--- src/rtl/rf_pkg.sv ---
// Shared register-file constants and the write-command record.
// No logic lives here; widths only.
// Used by the write arbiter and anything that drives the RF write port.
package rf_pkg;

    localparam int RF_AW    = 3;
    localparam int RF_DW    = 16;
    localparam int RF_NREGS = 8;
    localparam int NREQ_MAX = 8;

    // One register-file write: target address and data.
    typedef struct packed {
        logic [RF_AW-1:0] adr;
        logic [RF_DW-1:0] data;
    } rf_wr_t;

endpackage

--- src/rtl/rr_arbiter.sv ---
// Round-robin one-hot grant among NREQ requesters, search starts at ptr.
// Latency: purely combinational, zero cycles.
// Backpressure: a requester not granted simply sees no grant bit and waits.
module rr_arbiter #(
    parameter int NREQ = 4,
    parameter int PW   = (NREQ > 1) ? $clog2(NREQ) : 1
) (
    input  logic [NREQ-1:0] valid,
    input  logic [PW-1:0]   ptr,
    output logic [NREQ-1:0] grant,
    output logic            gnt_vld,
    output logic [PW-1:0]   gnt_idx,
    output logic [PW-1:0]   ptr_next
);

    int   idx;
    logic found;

    // Walk from ptr upward with wrap; the first valid index wins.
    always_comb begin
        grant   = '0;
        gnt_idx = '0;
        found   = 1'b0;
        idx     = 0;
        for (int k = 0; k < NREQ; k++) begin
            idx = int'(ptr) + k;
            if (idx >= NREQ) begin
                idx = idx - NREQ;
            end
            if (!found && valid[idx]) begin
                found      = 1'b1;
                grant[idx] = 1'b1;
                gnt_idx    = PW'(idx);
            end
        end
    end

    assign gnt_vld = found;

    // Next search starts just past the winner, wrapping at NREQ.
    assign ptr_next = (gnt_idx == PW'(NREQ - 1)) ? '0 : gnt_idx + 1'b1;

endmodule

--- src/rtl/regfile_write_arbiter.sv ---
// Shares the single RF write port among NREQ requesters, round-robin.
// Latency: grant in cycle N, we/W_Adr/W registered and valid during N+1.
// Backpressure: req_ready withheld while hold=1, during reset, or while another requester wins.
module regfile_write_arbiter
    import rf_pkg::*;
#(
    parameter int NREQ = 4,
    parameter int AW   = RF_AW,
    parameter int DW   = RF_DW
) (
    input  logic             clk,
    input  logic             reset,
    input  logic             hold,
    input  logic [NREQ-1:0]    req_valid,
    input  logic [NREQ*AW-1:0] req_adr,
    input  logic [NREQ*DW-1:0] req_data,
    output logic [NREQ-1:0]    req_ready,
    output logic [AW-1:0]    W_Adr,
    output logic             we,
    output logic [DW-1:0]    W,
    output logic             busy
);

    localparam int PW = (NREQ > 1) ? $clog2(NREQ) : 1;

    logic [PW-1:0]   rr_ptr;
    logic [PW-1:0]   ptr_next;
    logic [PW-1:0]   gnt_idx;
    logic            gnt_vld;
    logic [NREQ-1:0] grant;
    logic [NREQ-1:0] arb_valid;
    logic [AW-1:0]   sel_adr;
    logic [DW-1:0]   sel_data;

    // hold blocks only new grants; an already registered write still goes out.
    assign arb_valid = hold ? '0 : req_valid;

    rr_arbiter #(
        .NREQ (NREQ),
        .PW   (PW)
    ) u_rr_arbiter (
        .valid    (arb_valid),
        .ptr      (rr_ptr),
        .grant    (grant),
        .gnt_vld  (gnt_vld),
        .gnt_idx  (gnt_idx),
        .ptr_next (ptr_next)
    );

    // No handshake may complete while reset is asserted.
    assign req_ready = reset ? '0 : grant;

    assign sel_adr  = req_adr[int'(gnt_idx)*AW +: AW];
    assign sel_data = req_data[int'(gnt_idx)*DW +: DW];

    // Register the winning write and advance the round-robin pointer past it.
    always_ff @(posedge clk or posedge reset) begin
        if (reset) begin
            rr_ptr <= '0;
            we     <= 1'b0;
            W_Adr  <= '0;
            W      <= '0;
        end else begin
            we <= gnt_vld;
            if (gnt_vld) begin
                rr_ptr <= ptr_next;
                W_Adr  <= sel_adr;
                W      <= sel_data;
            end
        end
    end

    assign busy = we;

endmodule

--- config.mk ---
export PLATFORM = sky130hd
export DESIGN_NAME = regfile_write_arbiter
export DESIGN_NICKNAME = d
export VERILOG_FILES = /design/src/rtl/rf_pkg.sv /design/src/rtl/rr_arbiter.sv /design/src/rtl/regfile_write_arbiter.sv
export SDC_FILE = /design/constraint.sdc
export NUM_CORES = 1
export LEC_CHECK = 0
export CORE_ASPECT_RATIO = 1.25
export CORE_MARGIN = 2
export CORE_UTILIZATION = 42
export DETAILED_ROUTE_END_ITERATION = 8
export PLACE_DENSITY = 0.9
export SETUP_SLACK_MARGIN = 0.3
export SLEW_MARGIN = 20
export SYNTH_ARGS = -nofsm -noshare
export SYNTH_HDL_FRONTEND = slang
export SYNTH_SLANG_ARGS = --single-unit
--- constraint.sdc ---
create_clock -name clk -period 3.37 [get_ports clk]
set_input_delay 0.337 -clock clk [delete_from_list [all_inputs] [get_ports clk]]
set_output_delay 0.337 -clock clk [all_outputs]
set_load 0.02 [all_outputs]
=== Word level (Yosys, flattened, before mapping) ===
Cells that the tools add are included.

* Logic and storage cells: 80
* Flip-flop bits (word level): 22
* Output and inout port bits: 25

* Multiplexer cells: 39
* Equality and inequality tests: 1
* Add/subtract/negate cells: 8
* Bitwise operators: 3
* Reductions and logical operators: 10
* Shift operators: 2
* Order comparisons: 12
* Multipliers: 1

{| class="wikitable"
|+ Operator list
! cell !! count
|-
| $ge 32x1->1 const B || 4
|-
| $lt 32x4->1 const B || 4
|-
| $mux 32 || 4
|-
| $ge 32x4->1 const B || 3
|-
| $sub 32x4->32 const B || 3
|-
| $shiftx 64x7->16 || 1
|-
| $mux 4 || 6
|-
| $mux 1 || 16
|-
| $or 4x4->4 || 3
|-
| $shiftx 12x5->3 || 1
|-
| $mux 2 || 5
|-
| $bmux 1 s2 || 4
|-
| $demux 1 s2 || 4
|-
| $logic_and 1x1->1 || 7
|-
| $add 2x2->3 const B || 2
|-
| $mul 2x2->4 const B || 1
|-
| $sub 2x3->4 const B || 1
|-
| $add 2x1->3 const B || 1
|-
| $ge 2x3->1 const B || 1
|-
| $logic_not 1->1 || 3
|-
| $add 2x1->2 const B || 1
|-
| $eq 2x2->1 const B || 1
|}

=== Longest topological paths before layout ===
* Depth in word-level cells: 17
* Gate-level depth with buffers: 11
* Gate-level depth less buffers: 8

=== Cells and area by module ===
A second synthesis with hierarchy kept.

* Cell total of the unflattened synthesis: 170
* Area total of the unflattened synthesis: 1868.0 um^2

{| class="wikitable"
|+ By module, submodules not included
! module !! cells each !! instances !! area an instance (um^2)
|-
| regfile_write_arbiter || 121 || 1 || 1412.6
|-
| rr_arbiter || 49 || 1 || 455.4
|}

=== Worst setup path after synthesis ===
Ideal clock, no wire load.

* Path type: reg-to-reg
* Start: register rr_ptr[0]
* End: register W[10]
* Clock period less this slack: 2.739 ns
* Arrival: 2.608 ns
* Setup time: 0.131 ns
* Required time: 3.239 ns
* Stages on the path, launching flop included: 11
* Path slack: 0.631 ns
* Path through: dfrtp_1 -> buf_6 -> inv_1 -> ha_1 -> nor2_1 -> a2bb2oi_2 -> o21ai_2 -> buf_2 -> mux2_2 -> a221oi_1 -> a31oi_1

* Word-level cells in the longest chain between the ends: 16
* Elaborated cells between the ends (all ways): 42
* Classes of those cells: add/sub (7); order compare (4); shift (1); mux (24); reduce/logical (6)

{| class="wikitable"
|+ RTL lines
! item !! RTL line !! text
|-
| from (decl) || regfile_write_arbiter.sv:26 || <nowiki>logic [PW-1:0] rr_ptr;</nowiki>
|-
| from (signal assigned) || regfile_write_arbiter.sv:66 || <nowiki>rr_ptr <= ptr_next;</nowiki>
|-
| branches (longest 16 deep; another with $sub 32x4->32) || -- ||
|-
| to (signal assigned) || regfile_write_arbiter.sv:68 || <nowiki>W <= sel_data;</nowiki>
|-
| to (decl) || regfile_write_arbiter.sv:20 || <nowiki>output logic [DW-1:0] W,</nowiki>
|}

Parallel ways; which one is timed is not known. The select of a mux whose other input is x is not followed.
A chain may end at the register's enable or synchronous reset.

=== Final worst setup path ===
* Start: register rr_ptr[1]
* End: output req_ready[2]

* Word-level cells in the longest chain between the ends: 16
* Elaborated cells between the ends (all ways): 64
* Classes of those cells: add/sub (7); order compare (12); mux (32); bitwise (3); reduce/logical (10)

{| class="wikitable"
|+ RTL lines
! item !! RTL line !! text
|-
| branches (longest 14 deep; another with $sub 32x4->32) || -- ||
|-
| $mux 4 (*) || rr_arbiter.sv:30 || <nowiki>if (!found && valid[idx]) begin</nowiki>
|-
| $mux 4 (*) || regfile_write_arbiter.sv:51 || <nowiki>assign req_ready = reset ? '0 : grant;</nowiki>
|-
| to (decl) || regfile_write_arbiter.sv:17 || <nowiki>output logic [NREQ-1:0] req_ready,</nowiki>
|}

Every way passes the cells marked *. The select of a mux whose other input is x is not followed.

==> impl_summary.txt <==
----------------------------------------------------
[Status]
  Outcome ... completed

[Timing]
  Max Freq ... 340.2 MHz
  Fin crit period ... 2.940 ns
  Worst clock skew ... 0.008368 ns
  Setup Total Neg Slack ... 0 ns
  Relative max-transition margin ... 38.30%
  Max Slew Vio Count ... 0
  Endpoints failing hold ... 0
  Final setup vio count ... 0
  Part of the cycle the worst path needs ... 87.24%
  Post-Route Hold Slack ... 0.5591 ns
  Unrepaired setup endpoints after global routing ... false
  Actual slew at the worst max-slew pin ... 0.9245 ns

[Die]
  Starting Density ... 43.29%
  Count of standard-cell rows ... 30
  CORE AREA ... 5405 um2
  Die area ... 6188 um2
  Total I/O pin count ... 108
  Die Ht ... 87.45 um
  Die Span X ... 70.76 um

[Layout]
  Number of antenna diodes ... 0
  Filler cells ... 459
  Fin nets ... 459
  Layout cells sized above 1 ... 17.98%
  Post-synthesis to final-layout area growth ... 52.78%

[GRT]
  Global router's overall resource usage ... 23.68%
  Initial antenna violation count ... 0
  Pin count of the biggest net entering global routing ... 61
  Via count of the first global-routing pass ... 2556
  Wire length of the first global-routing pass ... 11.94 mm
  Overflow left after global routing ... 0

[Synthesis]
  Number of instances in the synthesized netlist ... 267
  Dominant cells by area after synthesis ... sky130_fd_sc_hd__dfrtp_1, sky130_fd_sc_hd__mux2_2, sky130_fd_sc_hd__a21boi_0
  Post-synthesis cell type with the largest combined area ... sky130_fd_sc_hd__dfrtp_1
  Post-Syn Nets ... 358
  FF+latch count, synth ... 22
  Average instance area after synthesis ... 8.763 um2
  Area of the mapped netlist ... 2340 um2
  Count of yosys warnings during synthesis ... 0
  Most used DFF post-synth ... sky130_fd_sc_hd__dfrtp_1
  Fraction of synthesized cell area taken by the top area cell type ... 23.53%
  Sequential cell area fraction in the yosys report ... 23.53%
  Async set-or-reset flop fraction in the synthesized netlist ... 100.0%
  Yosys cell types ... 40
  Number of enable flip-flop cells after synthesis ... 0

[Setup path]
  Setup crit start kind ... register
  Critical Path End Type ... output port
  Worst path required time ... 3.03 ns
  Flop2flop setup slack ... 0.63 ns
  Worst setup path class ... reg2out
  Highest net fanout along the worst path ... 9
  Signal arrival time at the worst endpoint ... 2.60 ns

[Power and ir drop]
  Final Total Pwr ... 2.478 mW
  Total power density per cell area ... 693.3 nW/um2
  IR Drop Worst-Case VDD ... 0.3060 mV
  Leak Pwr ... 1.371 nW

[Routing]
  Detailed-routing iteration count for the pre-antenna-repair pass ... 5
  Total via count after detailed routing ... 2467
  DRT Wirelength ... 7.210 mm
  Post-detailed-route wirelength per cell ... 16.73 um
  Post-DRT Antenna Nets ... 0
  Average via count per standard cell ... 5.724
  Starting DRT DRC Count ... 144
  Remaining routing DRC violations ... 0

[CTS]
  Clock transition at the register clock pins on the worst setup and hold paths after CTS ... 0.09 ns
  Number of buffers on the longest clock path ... 2
  Sinks on Clock Net ... 22
  Post-cts hold buffer count ... 0
  Number of buffers created by CTS ... 3
  Source-to-sink clock delay at the later pin of the worst-skew pair ... 0.27 ns
  Cell chosen for the clock root ... sky130_fd_sc_hd__clkbuf_8
  Number of H-tree levels ... 1
  Clock tree from TritonCTS ... built

[Placement]
  Port Buffers ... 107
  Final GP Congestion ... 0.8355
  Final HPWL DP ... 5.221 mm

[Flow run]
  Max-cap viol count ... 0

[Min path]
  Classification of the worst-slack hold path ... reg2reg

----------------------------------------------------
layout make-up:
type	instances	area, um2	share of cell area, %
multi-input cells	217	1680	47.01
repair buffers	119	1171	32.76
flip-flops and latches	22	553.0	15.47
well taps	64	80.08	2.240
clock buffers	3	41.29	1.155
clock inverters	1	30.03	0.8400
inverters	5	18.77	0.5250
flip-flops by register name, summed over array words and instances, names as in the netlist:
| register | count |
|---|---|
| W | 16 |
| W_Adr | 3 |
| busy | 1 |
| rr_ptr | 2 |
per-stage QoR:
step	instance area (um2)	utilization [%]	instances	worst slack, ns
3_3_place_gp	3460	64.00	423	0.2034
3_5_place_dp	3460	64.00	423	0.1091
4_1_cts	3540	65.49	427	0.3796
6_report	3575	66.13	431	0.4302
5_1_grt	3575	66.13	431	0.2836
2_1_floorplan	2340	-	267	0.6306
synth_stat cells, types with 2 or more instances:
cell / count
sky130_fd_sc_hd__inv_1: 5
sky130_fd_sc_hd__mux2_2: 18
sky130_fd_sc_hd__mux2_1: 3
sky130_fd_sc_hd__a21oi_1: 6
sky130_fd_sc_hd__o21ai_0: 13
sky130_fd_sc_hd__dfrtp_1: 22
sky130_fd_sc_hd__o221ai_1: 2
sky130_fd_sc_hd__and2_1: 2
sky130_fd_sc_hd__nor2_1: 25
sky130_fd_sc_hd__a221oi_1: 9
sky130_fd_sc_hd__nand4_1: 2
sky130_fd_sc_hd__a222oi_1: 4
sky130_fd_sc_hd__o21ai_1: 8
sky130_fd_sc_hd__clkbuf_1: 11
sky130_fd_sc_hd__buf_2: 7
sky130_fd_sc_hd__ha_1: 8
sky130_fd_sc_hd__buf_4: 2
sky130_fd_sc_hd__a21boi_0: 20
sky130_fd_sc_hd__mux2i_4: 2
sky130_fd_sc_hd__a31oi_1: 19
sky130_fd_sc_hd__or4_1: 2
sky130_fd_sc_hd__nand2b_1: 3
sky130_fd_sc_hd__nand2_1: 26
sky130_fd_sc_hd__and3_1: 20
sky130_fd_sc_hd__xnor2_1: 2
sky130_fd_sc_hd__buf_6: 3
sky130_fd_sc_hd__a221oi_2: 10
cells by family (layout without fill, tap and decap cells):
kind of cell	count (synthesis)	count (layout)	synth area share, %
xor gates and xnor gates	2	2	0.7488
DFF	22	22	23.53
and+or+nand+nor	82	82	16.52
adders and majority gates	8	8	4.278
muxes	24	24	12.62
buffers and inverters	28	128	6.149
AOI/OAI and AO/OA	101	101	36.15
per-layer routing:
metal  GRT usage (%)  routed length [um]  vias up  share of wire, %
met5               0                   0        -                 0
met4           7.033                  90        0               1.2
met3           4.514                 410        6               5.7
met2           44.27                3727       82                52
met1           27.10                2982     1155                41
li1                -                   -     1224                 -
worst paths after layout:
| kind | to | startpoint | cells past startpoint |
|---|---|---|---|
| min reg2reg | W[1] | W[1] | 2 |
| max | req_ready[2] | rr_ptr[1] | 7 |
| min | W[1] | W[1] | 2 |
| max in group asynchronous | rr_ptr[0] | reset | 2 |
| min in group asynchronous | rr_ptr[1] | reset | 2 |
| max reg2reg | W[4] | rr_ptr[1] | 9 |
critical path, stage by stage, from the launching register on:
cell	delay, ns
sky130_fd_sc_hd__dfrtp_2	0.46
sky130_fd_sc_hd__inv_2	0.09
sky130_fd_sc_hd__ha_1	0.37
sky130_fd_sc_hd__or4_1	0.57
sky130_fd_sc_hd__a21oi_2	0.24
sky130_fd_sc_hd__a222oi_1	0.12
sky130_fd_sc_hd__a21oi_1	0.16
sky130_fd_sc_hd__clkdlybuf4s15_1	0.32
placed cells by master, fill, tap and decap left out, types with 3 or more instances in the layout:
cell type,synthesis,routed
sky130_fd_sc_hd__a31oi_1,19,19
sky130_fd_sc_hd__a21oi_1,6,5
sky130_fd_sc_hd__a221oi_1,9,9
sky130_fd_sc_hd__clkbuf_8,0,3
sky130_fd_sc_hd__and3_1,20,20
sky130_fd_sc_hd__o21ai_0,13,13
sky130_fd_sc_hd__mux2_1,3,3
sky130_fd_sc_hd__nand2b_1,3,3
sky130_fd_sc_hd__a21boi_0,20,19
sky130_fd_sc_hd__nor2_1,25,23
sky130_fd_sc_hd__buf_4,2,11
sky130_fd_sc_hd__ha_1,8,8
sky130_fd_sc_hd__nand2_1,26,26
sky130_fd_sc_hd__a221oi_2,10,10
sky130_fd_sc_hd__mux2_2,18,18
sky130_fd_sc_hd__dfrtp_1,22,20
sky130_fd_sc_hd__clkdlybuf4s50_1,0,103
sky130_fd_sc_hd__inv_1,5,4
sky130_fd_sc_hd__a222oi_1,4,4
sky130_fd_sc_hd__o21ai_1,8,8
repair_timing:
action	CTS	global route
endpoints found under the setup margin	21	6
buffers inserted	0	4
gates cloned	0	0
resized for setup	11	4
report_power, final:
part	leakage [nW]	switching [mW]	internal (mW)
clock network	0.0357	0.0972	0.159
registers	0.250	0.0949	0.396
logic	1.09	0.933	0.798
(Power assumes the default switching activity.)
